File: src/rtl/alu_agent_pkg.sv
// Shared types for the ALU agent: opcode encoding plus the tag and response
// records carried through the issuer's FIFOs.
package alu_agent_pkg;

  typedef enum logic [1:0] {
    ADD = 2'd0,
    SUB = 2'd1,
    MUL = 2'd2,
    DIV = 2'd3
  } op_type_t;

  typedef struct packed {
    logic [31:0] id;
    bit          div0;
  } alu_tag_t;

  typedef struct packed {
    shortint unsigned result;
    logic [31:0]      id;
    bit               div0;
  } alu_rsp_t;

  function automatic bit is_div0(op_type_t mode, logic [15:0] val2);
    return (mode == DIV) && (val2 == '0);
  endfunction

endpackage

File: src/rtl/alu_sync_fifo.sv
// Synchronous FIFO with head-of-queue output; push and pop may coincide,
// including on an empty queue and on a full queue that is popping.
module alu_sync_fifo #(
  parameter type         T     = logic [7:0],
  parameter int unsigned DEPTH = 4
) (
  input  logic                       clk,
  input  logic                       rst_n,
  input  logic                       push,
  input  T                           push_data,
  input  logic                       pop,
  output T                           head,
  output logic                       full,
  output logic                       empty,
  output logic [$clog2(DEPTH+1)-1:0] count
);

  localparam int unsigned AW = $clog2(DEPTH);
  localparam int unsigned CW = $clog2(DEPTH + 1);
  localparam logic [CW-1:0] FULL_C = DEPTH[CW-1:0];

  T              mem [DEPTH];
  logic [AW-1:0] wr_ptr;
  logic [AW-1:0] rd_ptr;
  logic          do_push;
  logic          do_pop;

  assign empty   = (count == '0);
  assign full    = (count == FULL_C);
  assign do_pop  = pop && !empty;
  assign do_push = push && (!full || do_pop);
  assign head    = mem[rd_ptr];

  always_ff @(posedge clk) begin
    if (do_push) begin
      mem[wr_ptr] <= push_data;
    end
  end

  always_ff @(posedge clk) begin
    if (!rst_n) begin
      wr_ptr <= '0;
      rd_ptr <= '0;
      count  <= '0;
    end else begin
      if (do_push) begin
        wr_ptr <= wr_ptr + 1'b1;
      end
      if (do_pop) begin
        rd_ptr <= rd_ptr + 1'b1;
      end
      count <= count + CW'(do_push) - CW'(do_pop);
    end
  end

endmodule

File: src/rtl/alu_cmd_issuer.sv
// Issues commands to the ALU, matches in-order results to their transaction
// tags and returns tagged responses; flags lost and spurious ALU results.
module alu_cmd_issuer
  import alu_agent_pkg::*;
#(
  parameter int unsigned RSP_DEPTH = 4,
  parameter int unsigned TIMEOUT   = 16
) (
  input  logic        clk,
  input  logic        rst_n,
  input  logic        cmd_valid,
  output logic        cmd_ready,
  input  logic [15:0] cmd_val1,
  input  logic [15:0] cmd_val2,
  input  op_type_t    cmd_mode,
  input  logic [31:0] cmd_id,
  output logic [15:0] alu_val1,
  output logic [15:0] alu_val2,
  output op_type_t    alu_mode,
  output logic        alu_valid_i,
  output logic [31:0] alu_txn_id,
  input  logic        alu_valid_o,
  input  logic [15:0] alu_result,
  output logic        rsp_valid,
  input  logic        rsp_ready,
  output logic [15:0] rsp_result,
  output logic [31:0] rsp_id,
  output logic        rsp_div0,
  output logic        timeout_err,
  output logic        protocol_err
);

  localparam int unsigned CW = $clog2(RSP_DEPTH + 1);
  localparam int unsigned IW = $clog2(TIMEOUT + 1);
  localparam logic [CW:0]   DEPTH_C = RSP_DEPTH[CW:0];
  localparam logic [IW-1:0] TMO_C   = TIMEOUT[IW-1:0];

  alu_tag_t      tag_in;
  alu_tag_t      tag_head;
  logic          tag_push;
  logic          tag_pop;
  logic          tag_full;
  logic          tag_empty;
  logic [CW-1:0] tag_count;

  alu_rsp_t      rsp_in;
  alu_rsp_t      rsp_head;
  logic          rsp_push;
  logic          rsp_pop;
  logic          rsp_full;
  logic          rsp_empty;
  logic [CW-1:0] rsp_count;

  logic [CW:0]   occupancy;
  logic          accept;
  logic [1:0]    drain_cnt;
  logic          in_drain;
  logic [IW-1:0] idle_cnt;
  logic [IW-1:0] idle_nxt;

  // A slot freed by this cycle's response pop is usable by this cycle's accept.
  assign occupancy = {1'b0, tag_count} + {1'b0, rsp_count};
  assign rsp_valid = !rsp_empty;
  assign rsp_pop   = rsp_valid && rsp_ready;
  assign cmd_ready = rst_n && !tag_full && ((occupancy < DEPTH_C) || rsp_pop);
  assign accept    = cmd_valid && cmd_ready;

  assign tag_push = accept;
  assign tag_pop  = alu_valid_o && !tag_empty;
  assign rsp_push = tag_pop && (!rsp_full || rsp_pop);
  assign in_drain = (drain_cnt != '0);

  always_comb begin
    tag_in      = '0;
    tag_in.id   = cmd_id;
    tag_in.div0 = is_div0(cmd_mode, cmd_val2);
  end

  always_comb begin
    rsp_in        = '0;
    rsp_in.result = alu_result;
    rsp_in.id     = tag_head.id;
    rsp_in.div0   = tag_head.div0;
  end

  alu_sync_fifo #(
    .T     (alu_tag_t),
    .DEPTH (RSP_DEPTH)
  ) u_tag_fifo (
    .clk       (clk),
    .rst_n     (rst_n),
    .push      (tag_push),
    .push_data (tag_in),
    .pop       (tag_pop),
    .head      (tag_head),
    .full      (tag_full),
    .empty     (tag_empty),
    .count     (tag_count)
  );

  alu_sync_fifo #(
    .T     (alu_rsp_t),
    .DEPTH (RSP_DEPTH)
  ) u_rsp_fifo (
    .clk       (clk),
    .rst_n     (rst_n),
    .push      (rsp_push),
    .push_data (rsp_in),
    .pop       (rsp_pop),
    .head      (rsp_head),
    .full      (rsp_full),
    .empty     (rsp_empty),
    .count     (rsp_count)
  );

  // Head fields are gated so the outputs read zero whenever nothing is queued.
  assign rsp_result = rsp_valid ? rsp_head.result : '0;
  assign rsp_id     = rsp_valid ? rsp_head.id     : '0;
  assign rsp_div0   = rsp_valid && rsp_head.div0;

  always_ff @(posedge clk) begin
    if (!rst_n) begin
      alu_valid_i <= 1'b0;
      alu_val1    <= '0;
      alu_val2    <= '0;
      alu_mode    <= ADD;
      alu_txn_id  <= '0;
    end else begin
      alu_valid_i <= accept;
      if (accept) begin
        alu_val1   <= cmd_val1;
        alu_val2   <= cmd_val2;
        alu_mode   <= cmd_mode;
        alu_txn_id <= cmd_id;
      end
    end
  end

  always_ff @(posedge clk) begin
    if (!rst_n) begin
      drain_cnt <= 2'd2;
    end else if (in_drain) begin
      drain_cnt <= drain_cnt - 2'd1;
    end
  end

  always_comb begin
    idle_nxt = idle_cnt;
    if (tag_pop || tag_empty) begin
      idle_nxt = '0;
    end else if (idle_cnt != TMO_C) begin
      idle_nxt = idle_cnt + 1'b1;
    end
  end

  always_ff @(posedge clk) begin
    if (!rst_n) begin
      idle_cnt     <= '0;
      timeout_err  <= 1'b0;
      protocol_err <= 1'b0;
    end else begin
      idle_cnt <= idle_nxt;
      if (idle_nxt == TMO_C) begin
        timeout_err <= 1'b1;
      end
      if (alu_valid_o && tag_empty && !in_drain) begin
        protocol_err <= 1'b1;
      end
    end
  end

endmodule

File: config.mk
export PLATFORM = sky130hd
export DESIGN_NAME = alu_cmd_issuer
export DESIGN_NICKNAME = d
export VERILOG_FILES = /design/src/rtl/alu_agent_pkg.sv /design/src/rtl/alu_sync_fifo.sv /design/src/rtl/alu_cmd_issuer.sv
export SDC_FILE = /design/constraint.sdc
export NUM_CORES = 1
export LEC_CHECK = 0
export CAP_MARGIN = 20
export CORE_ASPECT_RATIO = 1.2
export CORE_MARGIN = 2
export CORE_UTILIZATION = 55
export DETAILED_ROUTE_END_ITERATION = 12
export GPL_ROUTABILITY_DRIVEN = 0
export PLACE_DENSITY_LB_ADDON = 0.1
export SYNTH_ARGS = -nofsm -noshare
export SYNTH_HDL_FRONTEND = slang
export SYNTH_HIERARCHICAL = 1
export SYNTH_SLANG_ARGS = --single-unit
File: constraint.sdc
create_clock -name clk -period 4.15 [get_ports clk]
set_input_delay 0.415 -clock clk [delete_from_list [all_inputs] [get_ports clk]]
set_output_delay 0.415 -clock clk [all_outputs]
set_load 0.05 [all_outputs]
==> results.py <==
metrics = {
    "clocking": {
        "cts_tree": "done",
        "numCtsBuffers": 40,
        "ctsResizeCount": 0,
        "cts_root_buffer": "clkbuf_16",
        "clk_pin_slew_worst_paths_ps": 60,
        "cts_hold_buf": 0,
        "postCtsSetupRepairBufs": 0,
        "htreeDepth": 2,
        "clock-sinks": 422,
        "max-clock-path-buffers": 3,
        "clk_latency_ps": 520,
    },
    "yosys": {
        "synth-edff-count": 328,
        "synth-warning-count": 6,
        "synth-seq-area-share_pct": 72.82,
        "syn_area_sq_um": 16110,
        "synth.distinct_cells": 49,
        "syn_area_per_cell_sq_um": 17.23,
        "async_flop_share_pct": 0,
        "synth_ff_type": "edfxtp_1",
        "ys_seq_elements": 422,
        "synthCells": 935,
        "synthesis.nets": 1039,
    },
    "global_routing": {
        "grt.overflow.total": 0,
        "first_global_vias": 8574,
        "grt_pass1_wl_mm": 47.85,
        "grt_usage_pct": 20.14,
        "grt_max_degree": 94,
        "antenna_found_initial": 0,
    },
    "pwr": {
        "p_per_area_nw_per_um2": 663.8,
        "p_clk_share_pct": 26.5,
        "power_switching_w": 0.004464,
        "p_leak_nw": 6.407,
        "power_frac_seq_pct": 41.0,
        "total_power_w": 0.01313,
        "peakVddDrop_mv": 0.3800,
        "swShare_pct": 34.00,
        "intPower_w": 0.008666,
        "p_comb_share_pct": 32.5,
    },
    "floorplanning": {
        "io_pins": 207,
        "initial_utilization_pct": 56.02,
        "coreArea_sq_um": 28760,
        "dieArea_sq_um": 30680,
        "die_h_microns": 191.5,
        "die_w_microns": 160.2,
        "rows": 68,
    },
    "min_path": {
        "hold_class": "flop to flop",
    },
    "cells_and_area": {
        "nets": 1250,
        "drive_above_1_share_pct": 14.80,
        "syn2layout_area_growth_pct": 22.79,
        "nFillCells": 1959,
        "diodes": 0,
    },
    "setup_path": {
        "crit_path_max_fanout": 27,
        "arrival_ps": 2980,
        "crit_required_ps": 3730,
        "endpoint_kind": "output port",
        "crit_path_start_kind": "flop",
        "path_class": "flop to output port",
    },
    "timing": {
        "clock_skew_ps": 15.40,
        "min_period_ps": 3397,
        "worst_slew_margin_rel_pct": 37.80,
        "fmax_mhz": 294.4,
        "setup_viol": 0,
        "slew_violations": 0,
        "hold_viol": 0,
        "rsz0062_at_grt": "false",
        "worst_slew_pin_slew_ps": 932.9,
        "min_period_over_period_pct": 81.86,
        "fin_tns_setup_ps": 0,
        "setup_ws_ps": 752.8,
    },
    "drt": {
        "drc": 0,
        "wl_mm": 30.28,
        "drtIter0Drc": 531,
        "vias_per_cell": 5.449,
        "dr_total_vias": 8506,
        "antenna_left": 0,
        "dr.pass1.iters": 5,
        "wire_per_inst_microns": 19.40,
    },
    "place": {
        "io_buffers": 206,
        "pre_cts_ws_ps": 1050,
        "dp_hpwl_mm": 18.79,
    },
    "flow_run": {
        "drv_cap": 0,
    },
    "outcome": {
        "status": "completed",
    },
}
cells by family (layout without fill, tap and decap cells):
kind of cell             after synthesis  count (layout)  synth area share [%]
XOR/XNOR                              12              12                0.6524
AND/OR/NAND/NOR                      248             248                 7.922
adder cells (fa/ha/maj)               17              17                 1.413
AO/OA/AOI/OAI                         79              79                 2.881
multiplexers                          87              87                 11.83
buffers and inverters                 70             311                 2.485
flip-flops                           422             422                 72.82
flip-flops by register name (all words and copies together) (netlist names), named ones only:
| signal | cells |
|---|---|
| alu_val1 | 16 |
| u_tag_fifo/count | 3 |
| timeout_err | 1 |
| alu_val2 | 16 |
| u_rsp_fifo/rd_ptr | 2 |
| drain_cnt | 2 |
| u_tag_fifo/rd_ptr | 2 |
| u_rsp_fifo/wr_ptr | 2 |
| idle_cnt | 5 |
| alu_mode | 2 |
| u_rsp_fifo/count | 3 |
| u_tag_fifo/wr_ptr | 2 |
| alu_txn_id | 32 |
| protocol_err | 1 |
| u_tag_fifo/mem | 132 |
| u_rsp_fifo/mem | 196 |
| alu_valid_i | 1 |
cell usage in the layout, fill, tap and decap left out, types with 2 or more instances in the layout:
cell type / n
edfxtp_1: 328
clkdlybuf4s50_1: 205
dfxtp_1: 91
mux4_2: 80
nand2_1: 77
nand3_1: 68
nor2b_1: 51
clkbuf_16: 41
o21ai_0: 37
o21ai_1: 29
and2_1: 20
ha_1: 15
inv_1: 14
buf_4: 14
xnor2_1: 10
clkbuf_1: 10
clkinv_2: 9
clkinv_1: 6
and2_2: 5
nor2_1: 5
buf_12: 5
nor3_1: 4
mux2i_1: 4
bufinv_16: 3
and3_1: 2
nand2b_1: 2
nor4bb_1: 2
nor4_1: 2
xor2_1: 2
o31ai_1: 2
clkbuf_8: 2
mux4_1: 2
a21boi_2: 2
fa_1: 2
dfxtp_2: 2
layout make-up:
class | instances | area [sq um] | share of cell area [%]
Sequential cell | 422 | 11740 | 59.34
Multi-Input combinational cell | 443 | 3991 | 20.18
Timing Repair Buffer | 225 | 2262 | 11.44
Clock buffer | 53 | 1091 | 5.516
Tap cell | 385 | 481.7 | 2.435
Clock inverter | 19 | 165.2 | 0.8349
Inverter | 14 | 52.55 | 0.2657
power by group through the flow:
stage | Combinational, W | Sequential, W | Clock (W)
after global placement | 0.00429 | 0.00546 | 0
after CTS | 0.00433 | 0.00539 | 0.00356
after detailed placement | 0.00433 | 0.00548 | 0
final | 0.00426 | 0.00539 | 0.00348
after floorplan | 0.00253 | 0.00589 | 0
after global routing | 0.00453 | 0.00544 | 0.00374
per-layer routing:
metal / vias up / wire, microns / part of all wire [%] / global-route usage [%]
met4: 0 / 488 / 1.6 / 4.712
li1: 3978 / - / - / -
met2: 269 / 14490 / 48 / 32.53
met5: - / 0 / 0 / 0
met1: 4222 / 13020 / 43 / 27.59
met3: 37 / 2290 / 7.6 / 5.793
critical path, cell delays in order (launching register included):
cell and delay (ps):
dfxtp_4 710, buf_12 300, mux4_2 530, nor2b_1 170, clkdlybuf4s50_1 740
synthesized netlist by cell type, types with 7 or more instances:
library cell	count	share of area, %
buf_2	9	0.28
nand3_1	68	2.1
o21ai_0	37	1.1
nand2_1	77	1.8
nor2b_1	51	2.0
xnor2_1	10	0.54
buf_4	7	0.33
inv_1	14	0.33
and2_1	25	0.97
clkbuf_1	27	0.63
edfxtp_1	328	61
o21ai_1	29	0.90
ha_1	15	1.2
dfxtp_1	94	12
mux4_2	80	11
stage by stage:
stage                     area (sq um)  util, %  hold slack (ps)  instances
after floorplan                  16110        -            467.7        935
after global placement           18530    64.42            435.2       1489
after detailed placement         18530    64.42            441.9       1489
after CTS                        19780    68.79            432.1       1561
after global routing             19780    68.79            445.5       1561
final                            19780    68.79            446.3       1561
path summary, 6_finish.rpt:
path                            start                   to  slack [ps]  depth (start not counted)
hold / removal            alu_val1[6]          alu_val1[6]         450                          2
hold reg to reg           alu_val1[6]          alu_val1[6]         450                          2
setup reg to reg  u_tag_fifo/count[1]  u_tag_fifo/count[2]        1180                         11
setup / recovery                 flop           rsp_id[12]         750                          4
(Power assumes the default switching activity.)
